===== src/rtl/ik_target_slew.sv =====
// Frame-synchronous target slew: shadow/target/cur coordinate triples, with cur
// stepping toward target by at most STEP once per frame through one shared stepper.
module ik_target_slew #(
    parameter int W    = 8,
    parameter int STEP = 4
) (
    input  logic         clk,
    input  logic         reset_n,
    input  logic         wr_valid,
    input  logic [1:0]   wr_axis,
    input  logic [W-1:0] wr_data,
    input  logic         commit,
    input  logic         frame_start,
    output logic [W-1:0] cur0,
    output logic [W-1:0] cur1,
    output logic [W-1:0] cur2,
    output logic         update,
    output logic         settled,
    output logic [7:0]   overrun
);

    typedef enum logic [2:0] {S_IDLE, S_STEP0, S_STEP1, S_STEP2, S_DONE} state_t;

    localparam logic signed [W:0] STEP_S = (W+1)'(STEP);
    localparam logic [W-1:0]      STEP_U = W'(STEP);

    state_t              state_q, state_d;
    logic [2:0][W-1:0]   shadow_q, shadow_d;
    logic [2:0][W-1:0]   target_q, target_d;
    logic [2:0][W-1:0]   cur_q, cur_d;
    logic                pending_q, pending_d;
    logic                update_q, update_d;
    logic                settled_q, settled_d;
    logic [7:0]          overrun_q, overrun_d;

    logic [1:0]          ax;
    logic [W-1:0]        s_cur, s_tgt, s_next;
    logic signed [W:0]   diff;

    // Shared stepper: the axis is chosen by the current STEPk state.
    always_comb begin
        ax = 2'd0;
        case (state_q)
            S_STEP1: ax = 2'd1;
            S_STEP2: ax = 2'd2;
            default: ax = 2'd0;
        endcase
        s_cur = cur_q[ax];
        s_tgt = target_q[ax];
        diff  = $signed({1'b0, s_tgt}) - $signed({1'b0, s_cur});
        if (diff > STEP_S)
            s_next = s_cur + STEP_U;
        else if (diff < -STEP_S)
            s_next = s_cur - STEP_U;
        else
            s_next = s_tgt;
    end

    always_comb begin
        state_d   = state_q;
        shadow_d  = shadow_q;
        target_d  = target_q;
        cur_d     = cur_q;
        pending_d = pending_q;
        overrun_d = overrun_q;

        if (wr_valid && wr_axis != 2'd3)
            shadow_d[wr_axis] = wr_data;

        if (frame_start && state_q != S_IDLE && overrun_q != 8'hFF)
            overrun_d = overrun_q + 8'd1;

        case (state_q)
            S_IDLE: begin
                // shadow_d so a write in the commit cycle is included
                if (commit)
                    target_d = shadow_d;
                if (frame_start)
                    state_d = S_STEP0;
            end
            S_STEP0: begin
                cur_d[0] = s_next;
                state_d  = S_STEP1;
            end
            S_STEP1: begin
                cur_d[1] = s_next;
                state_d  = S_STEP2;
            end
            S_STEP2: begin
                cur_d[2] = s_next;
                state_d  = S_DONE;
            end
            S_DONE: begin
                // A commit arriving in DONE itself is honoured on the same edge.
                if (pending_q || commit)
                    target_d = shadow_d;
                pending_d = 1'b0;
                state_d   = S_IDLE;
            end
            default: state_d = S_IDLE;
        endcase

        if (commit && state_q != S_IDLE && state_q != S_DONE)
            pending_d = 1'b1;

        update_d  = (state_d == S_DONE);
        settled_d = (state_d == S_IDLE) && (cur_d == target_d) && !pending_d;
    end

    always_ff @(posedge clk or negedge reset_n) begin
        if (!reset_n) begin
            state_q   <= S_IDLE;
            shadow_q  <= '0;
            target_q  <= '0;
            cur_q     <= '0;
            pending_q <= 1'b0;
            update_q  <= 1'b0;
            settled_q <= 1'b1;
            overrun_q <= 8'd0;
        end else begin
            state_q   <= state_d;
            shadow_q  <= shadow_d;
            target_q  <= target_d;
            cur_q     <= cur_d;
            pending_q <= pending_d;
            update_q  <= update_d;
            settled_q <= settled_d;
            overrun_q <= overrun_d;
        end
    end

    assign cur0    = cur_q[0];
    assign cur1    = cur_q[1];
    assign cur2    = cur_q[2];
    assign update  = update_q;
    assign settled = settled_q;
    assign overrun = overrun_q;

endmodule


===== config.mk =====
export PLATFORM = sky130hd
export DESIGN_NAME = ik_target_slew
export DESIGN_NICKNAME = d
export VERILOG_FILES = /design/src/rtl/ik_target_slew.sv
export SDC_FILE = /design/constraint.sdc
export NUM_CORES = 1
export LEC_CHECK = 0
export BUFFER_PORTS_ARGS = -buffer_cell sky130_fd_sc_hd__buf_2
export CORE_MARGIN = 5
export CORE_UTILIZATION = 25
export DETAILED_ROUTE_END_ITERATION = 10
export PLACE_DENSITY = 0.46
export SLEW_MARGIN = 10
export SYNTH_ARGS = -nofsm -noshare
export SYNTH_HDL_FRONTEND = slang
export SYNTH_SLANG_ARGS = --single-unit

===== constraint.sdc =====
create_clock -name clk -period 4.2 [get_ports clk]
set_input_delay 0.84 -clock clk [delete_from_list [all_inputs] [get_ports clk]]
set_output_delay 0.84 -clock clk [all_outputs]
set_load 0.03 [all_outputs]

==> impl.org <==
** Global routing
- Remaining global-route overflow :: 0
- The number of global-route vias before repair was 3907.
- Met1 layer usage reported by global route :: between 10% and 20%
- Maximum number of pins on one net before global-route repair :: 70
- GRT Resource Usage Total :: between 10% and 20%
- Met3 capacity usage during global routing :: about 2.2%
- Global routing used a little over a fifth of the available met2 tracks.
- The layer flagged by global routing as most heavily used is met2.
- Initial antenna violation count :: 0
- Global-route wire length before repair :: 22100 um

** Worst setup path
- CP Data Arrival Time :: ~4.2 ns
- Startpoint-to-endpoint class of the critical path :: reg2reg
- Of all nets on the critical path, the largest fanout is 13.
- Data required time at the worst endpoint :: ~4.5 ns
- STA classifies the critical path endpoint as a flop.
- The worst setup path is launched from a flop.

** Layout
- The repair_antennas step left the layout with diodes totalling 0.
- Final instance area :: 0.00615 mm2
- Filler instances :: between 2000 and 2500
- In the final layout, the multi-input gates occupy around 0.0027 mm2.
- Number of nets in the finished design :: roughly 580
- Area added between synthesis and finish :: 22.5%
- The post-route netlist has about a third of its cells at a drive strength greater than 1.
- Registers take around 0.0022 mm2.
- Share of the core filled with cells in the final layout :: 31.4%

** Timing
- Sum of negative setup slack :: 0 ns
- Max Clock Skew :: approximately 0.0062 ns
- The number of hold violations in the final report is 0.
- Final number of max-transition violations :: 0
- Setup violations remaining at the end of the flow were counted as 0.
- Worst slew margin relative to its limit :: 41.7%
- The worst path in the final design needs a cycle of 3.95 ns, including I/O delays and setup.
- Setup repair after global routing left no endpoint under its margin.
- The worst path uses a little over nine tenths of the clock period.
- F_max :: between 200 and 300 MHz
- At the pin with the least slew margin, the transition time is 0.875 ns.

** Clocking
- Number of hold-repair buffers added at the cts stage :: 0
- After clock tree synthesis, the clock-pin slew on the worst setup and hold paths is ~0.060 ns.
- Number of buffers on the longest clock path :: 2
- TritonCTS built the clock tree.
- Clock latency of the later-clocked register in the worst-skew pair :: approximately 0.34 ns
- CTS sink cnt :: 86
- The tree is rooted in a sky130_fd_sc_hd__clkbuf_16.
- The number of clock buffers added by TritonCTS is 9.
- Number of levels the H-tree was split into :: 3

** Die
- After floorplanning, the core was sized to cover 0.0196 mm2.
- Starting utilization of the core area :: 25.6%
- Die H :: roughly 150 um
- Die W :: 152 um
- 49 I/O pins were placed.
- Die ar. :: about 0.023 mm2
- Cell row count :: 51

** Min path
- The path class of the tightest hold or removal check is reg2reg.

** Yosys
- Post-synthesis share of cell area spent on and, or, nand and nor gates :: 11.0%
- YS warnings :: 0
- Main combinational cell family by area after synthesis :: multiplexers
- XOR/XNOR Fraction of Synth Area :: slightly below 8%
- Yosys mapped the design onto slightly above 70 distinct sky130hd cell types.
- EDFF count, synth :: 0
- Synthesized netlist cell count :: 469
- Cell Area, Synth :: 0.00502 mm2
- Compound-Gate Fraction of Synth Area :: between 10% and 20%
- Share of the yosys chip area belonging to registers :: between 40 and 50%
- Post-synthesis async set-or-reset flop share :: between 90% and 100%
- Syn Area/Cell :: 10.7 um2
- Of the total synthesized cell area, the portion taken by full adders, half adders and majority gates is between 2 and 3%.
- Mux cell area share after synthesis :: roughly 18%
- Synthesized netlist net count :: 494
- Counting flops and latches in the post-synthesis netlist gives 86.
- In the synthesized netlist the dominant register cell turns out to be sky130_fd_sc_hd__dfrtp_1.

** Route
- Detailed-route vias per instance :: ~4.6
- In this run, the number of DRC markers left after iteration 0 of detailed routing was approximately 220.
- In the final routed layout, each cell accounts on average for roughly 17 um.
- Post-route DRC violation count :: 0
- Total wirelength of the detailed-routed design :: between 10000 and 15000 um
- Detailed-route via count :: around 3800
- For this run, the detailed router's first-pass iteration total came to 4.
- In this run the remaining antenna-violating nets after routing total 0.

** Placement
- In this run the tool buffered the top-level ports with between 40 and 50 buffer cells.
- Routability-driven placement finished with a final weighted congestion of 0.830.
- Detailed placer's ending HPWL :: around 11000 um
- Summing all placed instances gives a cell area of 0.00577 mm2.

** Run status
- Run status :: finished, final reports clean

** Run
- The tool flagged a number of max-cap violations equal to 0.
cells in the mapped netlist, drive strengths merged (5+ instances only):
| master | instances | share of area, % |
|---|---|---|
| buf | 7 | 1.3 |
| nor3b | 5 | 0.85 |
| mux2i | 25 | 5.8 |
| ha | 9 | 2.2 |
| dfrtp | 85 | 42 |
| inv | 25 | 1.9 |
| nor2 | 23 | 1.7 |
| a21oi | 27 | 2.9 |
| mux2 | 54 | 12 |
| xor2 | 17 | 3.0 |
| nand4 | 8 | 1.1 |
| nand2 | 43 | 3.3 |
| nor3 | 5 | 0.50 |
| xnor2 | 26 | 4.9 |
| o21ai | 33 | 3.3 |
| clkbuf | 8 | 0.60 |
area by class of cell:
type                    instances  area share [%]
multi-input cells             343            44.4
flip-flops and latches         86            35.0
repair buffers                 85            8.73
well taps                     265            5.39
clock buffers                  11            3.95
inverters                      25            1.53
clock inverters                 5           0.936
sequential cells by signal (all words and copies together) (netlist names):
name and cells:
cur0 8, cur1 8, cur2 8, overrun 8
pending_q 1, settled 1, shadow_q 24, state_q 3
target_q 24, update 1
metal layers:
metal | routed length, um | up-vias | share of wire [%]
li1 | - | 1847 | -
met1 | 6480 | 1862 | 47
met2 | 6770 | 70 | 49
met3 | 469 | 15 | 3.4
met4 | 212 | 0 | 1.5
met5 | 0 | - | 0
cell families (layout without fill, tap and decap cells):
family,Yosys count,in the layout
AOI/OAI and AO/OA,100,100
adders and majority gates,11,11
buffers and inverters,40,126
xor gates and xnor gates,43,43
muxes,79,79
and+or+nand+nor,110,110
DFF,86,86
path summary, 6_finish.rpt:
kind / endpoint / cells after the start / startpoint / slack [ns]
setup reg to reg: settled / 16 / state_q[2] / 0.25
hold reg to reg: shadow_q[16] / 1 / shadow_q[16] / 0.50
min in group asynchronous: overrun[0] / 1 / reset_n / 0.60
setup / recovery: settled / 16 / state_q[2] / 0.25
hold / removal: shadow_q[16] / 1 / shadow_q[16] / 0.50
max in group asynchronous: settled / 2 / reset_n / 2.70
stage by stage:
| stage | std cells | hold WS, ns | setup WS [ns] |
|---|---|---|---|
| floorplan | 469 | 0.468 | 0.0113 |
| global placement | 800 | 0.481 | 0.0672 |
| detailed placement | 800 | 0.484 | 0.0221 |
| CTS | 816 | 0.501 | 0.0181 |
| global route | 820 | 0.516 | 0.0121 |
| finish | 820 | 0.497 | 0.253 |
critical path, cell delays in order, from the launching register on:
cell                       delay (ns)
sky130_fd_sc_hd__dfrtp_1         0.38
sky130_fd_sc_hd__or2b_4          0.31
sky130_fd_sc_hd__buf_4           0.21
sky130_fd_sc_hd__nand2_1         0.07
sky130_fd_sc_hd__o21ai_0         0.07
sky130_fd_sc_hd__buf_4           0.16
sky130_fd_sc_hd__ha_1            0.30
sky130_fd_sc_hd__o21ai_0         0.33
sky130_fd_sc_hd__a21oi_1         0.11
sky130_fd_sc_hd__mux2_1          0.33
sky130_fd_sc_hd__o211ai_2        0.11
sky130_fd_sc_hd__and4_1          0.25
sky130_fd_sc_hd__nand3_2         0.15
sky130_fd_sc_hd__a21oi_4         0.21
sky130_fd_sc_hd__mux2_2          0.38
sky130_fd_sc_hd__a221oi_2        0.24
sky130_fd_sc_hd__nor4bb_2        0.24
cells in the final DEF, fill, tap and decap left out, types with 3 or more instances in the layout:
master,count
sky130_fd_sc_hd__nand3_1,3
sky130_fd_sc_hd__dfrtp_1,84
sky130_fd_sc_hd__nor2_1,23
sky130_fd_sc_hd__clkbuf_16,9
sky130_fd_sc_hd__o21ai_0,22
sky130_fd_sc_hd__a21oi_1,21
sky130_fd_sc_hd__xnor2_1,25
sky130_fd_sc_hd__nand4_1,7
sky130_fd_sc_hd__o21ai_1,8
sky130_fd_sc_hd__xor2_1,17
sky130_fd_sc_hd__mux2_2,52
sky130_fd_sc_hd__nor3b_1,4
sky130_fd_sc_hd__o21ai_2,3
sky130_fd_sc_hd__buf_4,36
sky130_fd_sc_hd__a31oi_1,3
sky130_fd_sc_hd__buf_2,47
sky130_fd_sc_hd__o22ai_1,4
sky130_fd_sc_hd__ha_1,9
sky130_fd_sc_hd__mux2i_4,3
sky130_fd_sc_hd__inv_1,24
sky130_fd_sc_hd__a21o_1,3
sky130_fd_sc_hd__and3_1,4
sky130_fd_sc_hd__nor3_1,5
sky130_fd_sc_hd__mux2i_1,21
sky130_fd_sc_hd__nand2_1,42
sky130_fd_sc_hd__a21oi_2,4
sky130_fd_sc_hd__a22o_1,3
repair_timing:
item	in CTS	in global routing
endpoints found under the setup margin	0	13
hold endpoints to repair	0	0
setup buffers	0	4
gates resized for setup	0	15
Power is left out: the tool's default activity adds up to more than one toggle a clock period on the data nets, which glitch-free logic cannot reach.
